File: config.mk
export PLATFORM = sky130hd
export DESIGN_NAME = ex_stage_alu_reg
export DESIGN_NICKNAME = d
export VERILOG_FILES = /design/src/rtl/pipeline_pkg.sv /design/src/rtl/alu_core.sv /design/src/rtl/ex_stage_alu_reg.sv
export SDC_FILE = /design/constraint.sdc
export NUM_CORES = 1
export LEC_CHECK = 0
export CORE_MARGIN = 2
export CORE_UTILIZATION = 47
export DETAILED_ROUTE_END_ITERATION = 8
export GPL_ROUTABILITY_DRIVEN = 0
export PLACE_DENSITY = 0.74
export SLEW_MARGIN = 20
export SYNTH_ARGS = -nofsm -noshare
export SYNTH_HDL_FRONTEND = slang
export SYNTH_HIERARCHICAL = 1
export SYNTH_SLANG_ARGS = --single-unit
File: constraint.sdc
create_clock -name clk -period 1 [get_ports clk]
set_input_delay 0.15 -clock clk [delete_from_list [all_inputs] [get_ports clk]]
set_output_delay 0.15 -clock clk [all_outputs]
set_load 0.02 [all_outputs]
File: src/rtl/pipeline_pkg.sv
// Shared pipeline constants: ALU control codes, forwarding selects and the
// control-bit bundle carried down the pipeline registers.
package pipeline_pkg;

   typedef enum logic [3:0] {
      ALU_AND     = 4'b0000,
      ALU_OR      = 4'b0001,
      ALU_ADD     = 4'b0010,
      ALU_SUB     = 4'b0110,
      ALU_SLT     = 4'b0111,
      ALU_NOR     = 4'b1100,
      ALU_ILLEGAL = 4'b1111
   } alu_op_e;

   localparam logic [1:0] FWD_REG   = 2'b00;
   localparam logic [1:0] FWD_EXMEM = 2'b10;
   localparam logic [1:0] FWD_MEMWB = 2'b01;

   typedef struct packed {
      logic reg_write;
      logic mem_read;
      logic mem_write;
      logic mem_to_reg;
      logic branch;
   } ctrl_t;

   localparam ctrl_t CTRL_NONE = '0;

endpackage

File: src/rtl/alu_core.sv
// Combinational MIPS ALU: result, zero, signed overflow (ADD/SUB only) and
// an illegal-code flag that forces the result to zero.
module alu_core
   import pipeline_pkg::*;
#(
   parameter int DATA_W = 32
) (
   input  logic [DATA_W-1:0] a,
   input  logic [DATA_W-1:0] b,
   input  logic [3:0]        alu_ctrl,
   output logic [DATA_W-1:0] result,
   output logic              zero,
   output logic              ovf,
   output logic              illegal
);

   logic [DATA_W-1:0] sum;
   logic [DATA_W-1:0] diff;
   logic              sa;
   logic              sb;

   assign sum  = a + b;
   assign diff = a - b;
   assign sa   = a[DATA_W-1];
   assign sb   = b[DATA_W-1];

   always_comb begin
      result  = '0;
      ovf     = 1'b0;
      illegal = 1'b0;
      case (alu_ctrl)
         ALU_AND: result = a & b;
         ALU_OR:  result = a | b;
         ALU_NOR: result = ~(a | b);
         ALU_ADD: begin
            result = sum;
            ovf    = (sa == sb) && (sum[DATA_W-1] != sa);
         end
         ALU_SUB: begin
            result = diff;
            ovf    = (sa != sb) && (diff[DATA_W-1] != sa);
         end
         // Direct signed compare, so a wrapped a-b cannot flip the answer.
         ALU_SLT: result = {{(DATA_W-1){1'b0}}, ($signed(a) < $signed(b))};
         default: illegal = 1'b1;
      endcase
   end

   assign zero = (result == '0);

endmodule

File: src/rtl/ex_stage_alu_reg.sv
// MIPS execute stage: operand forwarding, ALU, and the EX/MEM pipeline register
// with flush-over-stall handling.
module ex_stage_alu_reg
   import pipeline_pkg::*;
#(
   parameter int DATA_W = 32,
   parameter int REG_AW = 5
) (
   input  logic              clk,
   input  logic              rst_n,
   input  logic [3:0]        alu_ctrl,
   input  logic              id_ex_valid,
   input  logic [DATA_W-1:0] rs_data,
   input  logic [DATA_W-1:0] rt_data,
   input  logic [DATA_W-1:0] imm_ext,
   input  logic              alu_src,
   input  logic [1:0]        fwd_a,
   input  logic [1:0]        fwd_b,
   input  logic [DATA_W-1:0] ex_mem_fwd,
   input  logic [DATA_W-1:0] mem_wb_fwd,
   input  logic [REG_AW-1:0] rd_in,
   input  logic              reg_write_in,
   input  logic              mem_read_in,
   input  logic              mem_write_in,
   input  logic              mem_to_reg_in,
   input  logic              branch_in,
   input  logic              stall,
   input  logic              flush,
   output logic              ex_mem_valid,
   output logic [DATA_W-1:0] ex_mem_result,
   output logic              ex_mem_zero,
   output logic              ex_mem_ovf,
   output logic              ex_mem_illegal,
   output logic [DATA_W-1:0] ex_mem_store_data,
   output logic [REG_AW-1:0] ex_mem_rd,
   output logic              ex_mem_reg_write,
   output logic              ex_mem_mem_read,
   output logic              ex_mem_mem_write,
   output logic              ex_mem_mem_to_reg,
   output logic              ex_mem_branch
);

   logic [DATA_W-1:0] op_a;
   logic [DATA_W-1:0] fwd_b_val;
   logic [DATA_W-1:0] op_b;
   logic [DATA_W-1:0] alu_result;
   logic              alu_zero;
   logic              alu_ovf;
   logic              alu_illegal;
   ctrl_t             ctrl_in;

   logic              valid_d,   valid_q;
   logic [DATA_W-1:0] result_d,  result_q;
   logic              zero_d,    zero_q;
   logic              ovf_d,     ovf_q;
   logic              illegal_d, illegal_q;
   logic [DATA_W-1:0] store_d,   store_q;
   logic [REG_AW-1:0] rd_d,      rd_q;
   ctrl_t             ctrl_d,    ctrl_q;

   // Code 11 aliases to EX/MEM: it is the most recent producer.
   always_comb begin
      op_a = ex_mem_fwd;
      case (fwd_a)
         FWD_REG:   op_a = rs_data;
         FWD_MEMWB: op_a = mem_wb_fwd;
         default:   op_a = ex_mem_fwd;
      endcase
   end

   always_comb begin
      fwd_b_val = ex_mem_fwd;
      case (fwd_b)
         FWD_REG:   fwd_b_val = rt_data;
         FWD_MEMWB: fwd_b_val = mem_wb_fwd;
         default:   fwd_b_val = ex_mem_fwd;
      endcase
   end

   assign op_b = alu_src ? imm_ext : fwd_b_val;

   alu_core #(.DATA_W(DATA_W)) u_alu (
      .a        (op_a),
      .b        (op_b),
      .alu_ctrl (alu_ctrl),
      .result   (alu_result),
      .zero     (alu_zero),
      .ovf      (alu_ovf),
      .illegal  (alu_illegal)
   );

   assign ctrl_in = '{reg_write:  reg_write_in,
                      mem_read:   mem_read_in,
                      mem_write:  mem_write_in,
                      mem_to_reg: mem_to_reg_in,
                      branch:     branch_in};

   always_comb begin
      valid_d   = valid_q;
      result_d  = result_q;
      zero_d    = zero_q;
      ovf_d     = ovf_q;
      illegal_d = illegal_q;
      store_d   = store_q;
      rd_d      = rd_q;
      ctrl_d    = ctrl_q;
      if (flush || !stall) begin
         result_d  = alu_result;
         zero_d    = alu_zero;
         ovf_d     = alu_ovf;
         illegal_d = alu_illegal;
         store_d   = fwd_b_val;
         rd_d      = rd_in;
         if (flush || !id_ex_valid) begin
            valid_d = 1'b0;
            ctrl_d  = CTRL_NONE;
         end else begin
            valid_d = 1'b1;
            ctrl_d  = ctrl_in;
            // An illegal op must not touch architectural state.
            if (alu_illegal) begin
               ctrl_d.reg_write = 1'b0;
               ctrl_d.mem_read  = 1'b0;
               ctrl_d.mem_write = 1'b0;
            end
         end
      end
   end

   always_ff @(posedge clk or negedge rst_n) begin
      if (!rst_n) begin
         valid_q   <= 1'b0;
         result_q  <= '0;
         zero_q    <= 1'b0;
         ovf_q     <= 1'b0;
         illegal_q <= 1'b0;
         store_q   <= '0;
         rd_q      <= '0;
         ctrl_q    <= CTRL_NONE;
      end else begin
         valid_q   <= valid_d;
         result_q  <= result_d;
         zero_q    <= zero_d;
         ovf_q     <= ovf_d;
         illegal_q <= illegal_d;
         store_q   <= store_d;
         rd_q      <= rd_d;
         ctrl_q    <= ctrl_d;
      end
   end

   assign ex_mem_valid      = valid_q;
   assign ex_mem_result     = result_q;
   assign ex_mem_zero       = zero_q;
   assign ex_mem_ovf        = ovf_q;
   assign ex_mem_illegal    = illegal_q;
   assign ex_mem_store_data = store_q;
   assign ex_mem_rd         = rd_q;
   assign ex_mem_reg_write  = ctrl_q.reg_write;
   assign ex_mem_mem_read   = ctrl_q.mem_read;
   assign ex_mem_mem_write  = ctrl_q.mem_write;
   assign ex_mem_mem_to_reg = ctrl_q.mem_to_reg;
   assign ex_mem_branch     = ctrl_q.branch;

endmodule

==> results of run 1 <==
cell usage after synthesis, types with 7 or more instances:
| cell | instances | area [sq um] |
|---|---|---|
| nand2_1 | 167 | 627 |
| inv_1 | 102 | 383 |
| ha_1 | 97 | 1210 |
| a21oi_1 | 87 | 435 |
| dfrtp_1 | 78 | 1950 |
| nor2b_1 | 78 | 488 |
| o21ai_0 | 75 | 375 |
| nor2_1 | 65 | 244 |
| clkbuf_1 | 64 | 240 |
| o31ai_1 | 55 | 413 |
| a211oi_1 | 44 | 330 |
| mux2i_1 | 37 | 370 |
| mux2_4 | 30 | 450 |
| o22ai_1 | 29 | 181 |
| a22oi_1 | 28 | 210 |
| o31ai_2 | 28 | 350 |
| nor3_1 | 20 | 100 |
| nand3_1 | 18 | 90.1 |
| buf_2 | 17 | 85.1 |
| buf_6 | 16 | 180 |
| nor4_1 | 15 | 93.8 |
| a211o_1 | 10 | 87.6 |
| a21o_1 | 10 | 75.1 |
| mux2_1 | 10 | 113 |
| o211ai_1 | 9 | 67.6 |
| o22a_1 | 9 | 78.8 |
| a221oi_1 | 8 | 70.1 |
| a31oi_1 | 8 | 50.1 |
| and3_1 | 8 | 50.1 |
| nand4_1 | 8 | 50.1 |
| o221ai_1 | 8 | 70.1 |
| nand2b_1 | 7 | 43.8 |
| or2_2 | 7 | 43.8 |
per-stage QoR:
step / area [sq um] / hold slack [ps] / util (%) / setup slack [ps] / cells
after floorplan: 11700 / -146 / - / -3320 / 1410
after global placement: 18100 / 37.3 / 79.6 / -3980 / 2404
after detailed placement: 18100 / 39.9 / 79.6 / -4090 / 2404
after CTS: 20700 / 217 / 91.1 / -3310 / 2556
cell families after synthesis:
| kind of cell | count (synthesis) | synth area share (%) |
|---|---|---|
| AND/OR/NAND/NOR | 435 | 19.8 |
| flip-flops | 78 | 17.7 |
| AO/OA/AOI/OAI | 505 | 33.5 |
| XOR/XNOR | 5 | 0.398 |
| multiplexers | 78 | 8.59 |
| buffers and inverters | 210 | 8.59 |
| adder cells (fa/ha/maj) | 99 | 11.4 |
routing by layer:
| metal | GRT overflow | track usage (%) |
|---|---|---|
| met1 | 22 | 87.3 |
| met2 | 1511 | 130 |
| met3 | 23 | 77.1 |
| met4 | 465 | 115 |
| met5 | 14 | 52.2 |
timing repair:
| action | in CTS |
|---|---|
| resized for setup | 726 |
| hold buffers | 1 |
| hold endpoints to repair | 78 |
| setup endpoints to repair | 153 |
| setup buffers | 132 |
| gates cloned | 6 |
| pin swaps | 118 |
==> out/qor.txt, run 1 <==
ys async rst share: 100%
Synthesis Warnings: 6
CTS sink count: 78
Post-Syn Instances: 1410
Top FF cell, synth: dfrtp_1
status: aborted with a tool error
largest net degree at the start of global routing: 34
maximum buffer depth of the clock tree: 2
Die Y: 157 um
Exit stage: 5_1_grt
Syn Nets: 1693
first error: [ERROR GRT-0232] Routing congestion too high. Check the congestion heatmap in the GUI.
Die Wd: 157 um
worst setup endpoint GRT: ex_mem_zero$_DFFE_PN0P_/D
PortBufs: 261
clk root buf: clkbuf_16
I/O pin total: 262
Post-Synthesis Cell Area: 0.0110 sq mm
global route overflow: 2035
Seq/Total Area, Yosys: 17.7%
Yosys reg bits: 78
Post-synth EDFFs: 0
CTS Buf Count: 9
Initial Utilization: 48.3%
Post-DP HPWL: 39100 um
num rows: 55
Tot GR Track Use: 100%
H-Tree Depth: 3
number of distinct library cells after synthesis: 90
Synth Area per Inst: 7.80 sq um
worst endpoint type: register input
==> run 2, diff against run 1 <==
--- a/config.mk
+++ b/config.mk
@@ -6,10 +6,10 @@
 export NUM_CORES = 1
 export LEC_CHECK = 0
 export CORE_MARGIN = 2
-export CORE_UTILIZATION = 47
+export CORE_UTILIZATION = 32
 export DETAILED_ROUTE_END_ITERATION = 8
 export GPL_ROUTABILITY_DRIVEN = 0
-export PLACE_DENSITY = 0.74
+export PLACE_DENSITY_LB_ADDON = 0.15
 export SLEW_MARGIN = 20
 export SYNTH_ARGS = -nofsm -noshare
 export SYNTH_HDL_FRONTEND = slang
==> out/qor.txt, run 2 <==
status: complete, but fails checks
failing checks: negative setup slack
Final period util: 430%
global route overflow: 0
Reg clk slew, reported paths: 80 ps
slack of the critical path: -3300 ps
clk root buf: clkbuf_16
Top FF cell, synth: dfrtp_1
min Tclk post-route: 4300 ps
H-Tree Depth: 3 (unchanged)
area delta synth->final: 107%
Reg2Reg Depth: 3
Avg WL per Cell: 20.4 um
reg2reg setup slack: -30 ps
global routing's busiest layer: met2
Nets: 2603
PortBufs: 261 (unchanged)
number of detailed-route iterations in the first pass: 5
CTS tree: yes
crit path capture type: flip-flop
Syn Nets: 1693 (unchanged)
max frequency: 233 MHz
num rows: 67 (+22%)
final wirelength: 56600 um
Layout Utilization: 67.6%
Crit Path Max Fanout: 6
Pleak: 0.0104 uW
initial detailed-routing violation count: 1377
largest area contributor in the netlist: dfrtp_1
WP data arrival: 4620 ps
Core Region: 0.0337 sq mm
Post-synth EDFFs: 0 (unchanged)
Synthesis Warnings: 6 (unchanged)
CTS sink count: 78 (unchanged)
most frequent cells in the layout: 627 x buf_4, 165 x buf_6, 157 x nand2_1, 124 x clkdlybuf4s50_1, 78 x dfrtp_1
ys async rst share: 100% (unchanged)
Clock Latency Late Sink: 370 ps
vias in the first global route: 15300
Die Y: 189 um (+21%)
CP Capture Point: ex_mem_zero$_DFFE_PN0P_
Reg-to-Reg End: ex_mem_result[19]$_DFFE_PN0P_
Worst-Margin Slew: 810 ps
number of distinct library cells after synthesis: 90 (unchanged)
Max-Slew Margin vs Limit: 46.0%
Hold Slack: 191 ps
drt via density: 5.51
VDD IR max: 0.996 mV
M1 GR Usage: 40.0%
most frequent cell after synthesis: nand2_1
initial antenna violation count: 2
met3 Usage GRT: 6.41%
maximum buffer depth of the clock tree: 2 (unchanged)
die footprint: 0.0359 sq mm
DR vias: 15300
largest net degree at the start of global routing: 36
Post-Synthesis Cell Area: 0.0110 sq mm (unchanged)
first-pass GRT wire length: 84100 um
I/O pin total: 262 (unchanged)
Max-cap violations: 0
most common library cells after synthesis: 167 x nand2_1, 102 x inv_1, 97 x ha_1
Tot GR Track Use: 29.9%
CTS Buf Count: 9 (unchanged)
GR Util met2: 47.3%
most common cell after layout, fill and taps aside: buf_4
CP Class: primary input to flip-flop
pwr/cell area: 1120 mW/mm^2
Yosys reg bits: 78 (unchanged)
CP required: 1320 ps
Post-DP HPWL: 41300 um (+5.7%)
Worst Setup Start Kind: primary input
Synth Area per Inst: 7.80 sq um (unchanged)
Synth top area share: 17.7% (unchanged)
Hold Path Class: primary input to asynchronous set/reset pin
Max Clock Skew: 0 ps
setup violators final: 117
Post-Syn Instances: 1410 (unchanged)
DRC: 0
top cells by area, synth: dfrtp_1 18%, ha_1 11%, nand2_1 5.7%
Routed Antenna Nets: 0
share of layout cells above drive strength 1: 54.8%
Final Hold Fails: 0
Critical Path Source: fwd_b[1]
Initial Utilization: 32.6% (-16 points)
RSZ-0062 raised after global routing: true
Die Wd: 189 um (+21%)
RR Startpoint: ex_mem_result[19]$_DFFE_PN0P_
Max Slew Vio Count: 0
Seq/Total Area, Yosys: 17.7% (unchanged)
## run 2: worst min path at each step
stage	startpoint	to	slack [ps]	cells past startpoint
5_1_grt	rst_n	ex_mem_mem_read$_DFFE_PN0P_	210	2
6_report	rst_n	ex_mem_result[11]$_DFFE_PN0P_	190	2
2_1_floorplan	rst_n	ex_mem_branch$_DFFE_PN0P_	-150	0
3_5_place_dp	rst_n	ex_mem_result[10]$_DFFE_PN0P_	50	1
3_3_place_gp	rst_n	ex_mem_result[10]$_DFFE_PN0P_	40	1
4_1_cts	fwd_b[1]	ex_mem_store_data[2]$_DFFE_PN0P_	180	3
## run 2: critical path, stage by stage
cell	delay, ps
buf_12	120
buf_12	140
nor2b_4	130
o31ai_4	320
ha_2	260
inv_2	50
fa_2	360
nand2b_4	180
a211oi_4	310
buf_6	160
buf_6	100
o21ai_4	60
buf_6	130
a221oi_2	230
o22ai_1	120
nor3_1	230
buf_4	150
nand4b_1	140
or4_4	450
or4_4	420
nor4_2	220
mux2_4	180
## run 2: through the flow
step           area [sq um]  worst slack [ps]  TNS, ps  total power [uW]  instances
3_3_place_gp          18400             -4030  -129250             17100       2551
6_report              22800             -3300   -81510             25600       2773
2_1_floorplan         11700             -3320   -73390             10300       1410
5_1_grt               22800             -3450   -86020             26700       2773
4_1_cts               21900             -3170   -79690             24200       2738
3_5_place_dp          18400             -4120  -130450             17300       2551
## run 2: kinds of logic after synthesis
family	synth area share, %
buffers and inverters	8.59
multiplexers	8.59
adder cells (fa/ha/maj)	11.4
AND/OR/NAND/NOR	19.8
flip-flops	17.7
AO/OA/AOI/OAI	33.5
XOR/XNOR	0.398
## run 2: power breakdown
part / internal, uW / total [uW] / leakage [uW] / switching, uW
clock: 2000 / 3600 / 0.000141 / 1610
sequential: 3620 / 3970 / 0.000964 / 350
combinational: 9480 / 18000 / 0.00926 / 8500
## run 2: repair_timing
action / 4_1_cts / 5_1_grt
endpoints found under the setup margin: 152 / 119
hold endpoints to repair: 78 / 0
pin swaps: 155 / 114
setup buffers: 175 / 58
gates resized for setup: 754 / 151
hold buffers: 1 / 0
cloned: 7 / 1
## run 2: layout make-up
cell class	instances	area (sq um)
Antenna cell	1	2.50
Timing Repair Buffer	1006	9080
Inverter	103	399
Clock inverter	5	58.8
Tap cell	448	561
Sequential cell	78	1950
Multi-Input combinational cell	1122	10500
Clock buffer	10	239
Fill cell	2620	10900
## run 2: routing by layer
layer,share of wire [%],wire (um)
met5,0.023,13
met4,3.4,1920
met3,8.5,4840
met2,45,25600
met1,43,24200
Power figures use the tool's default switching activity.
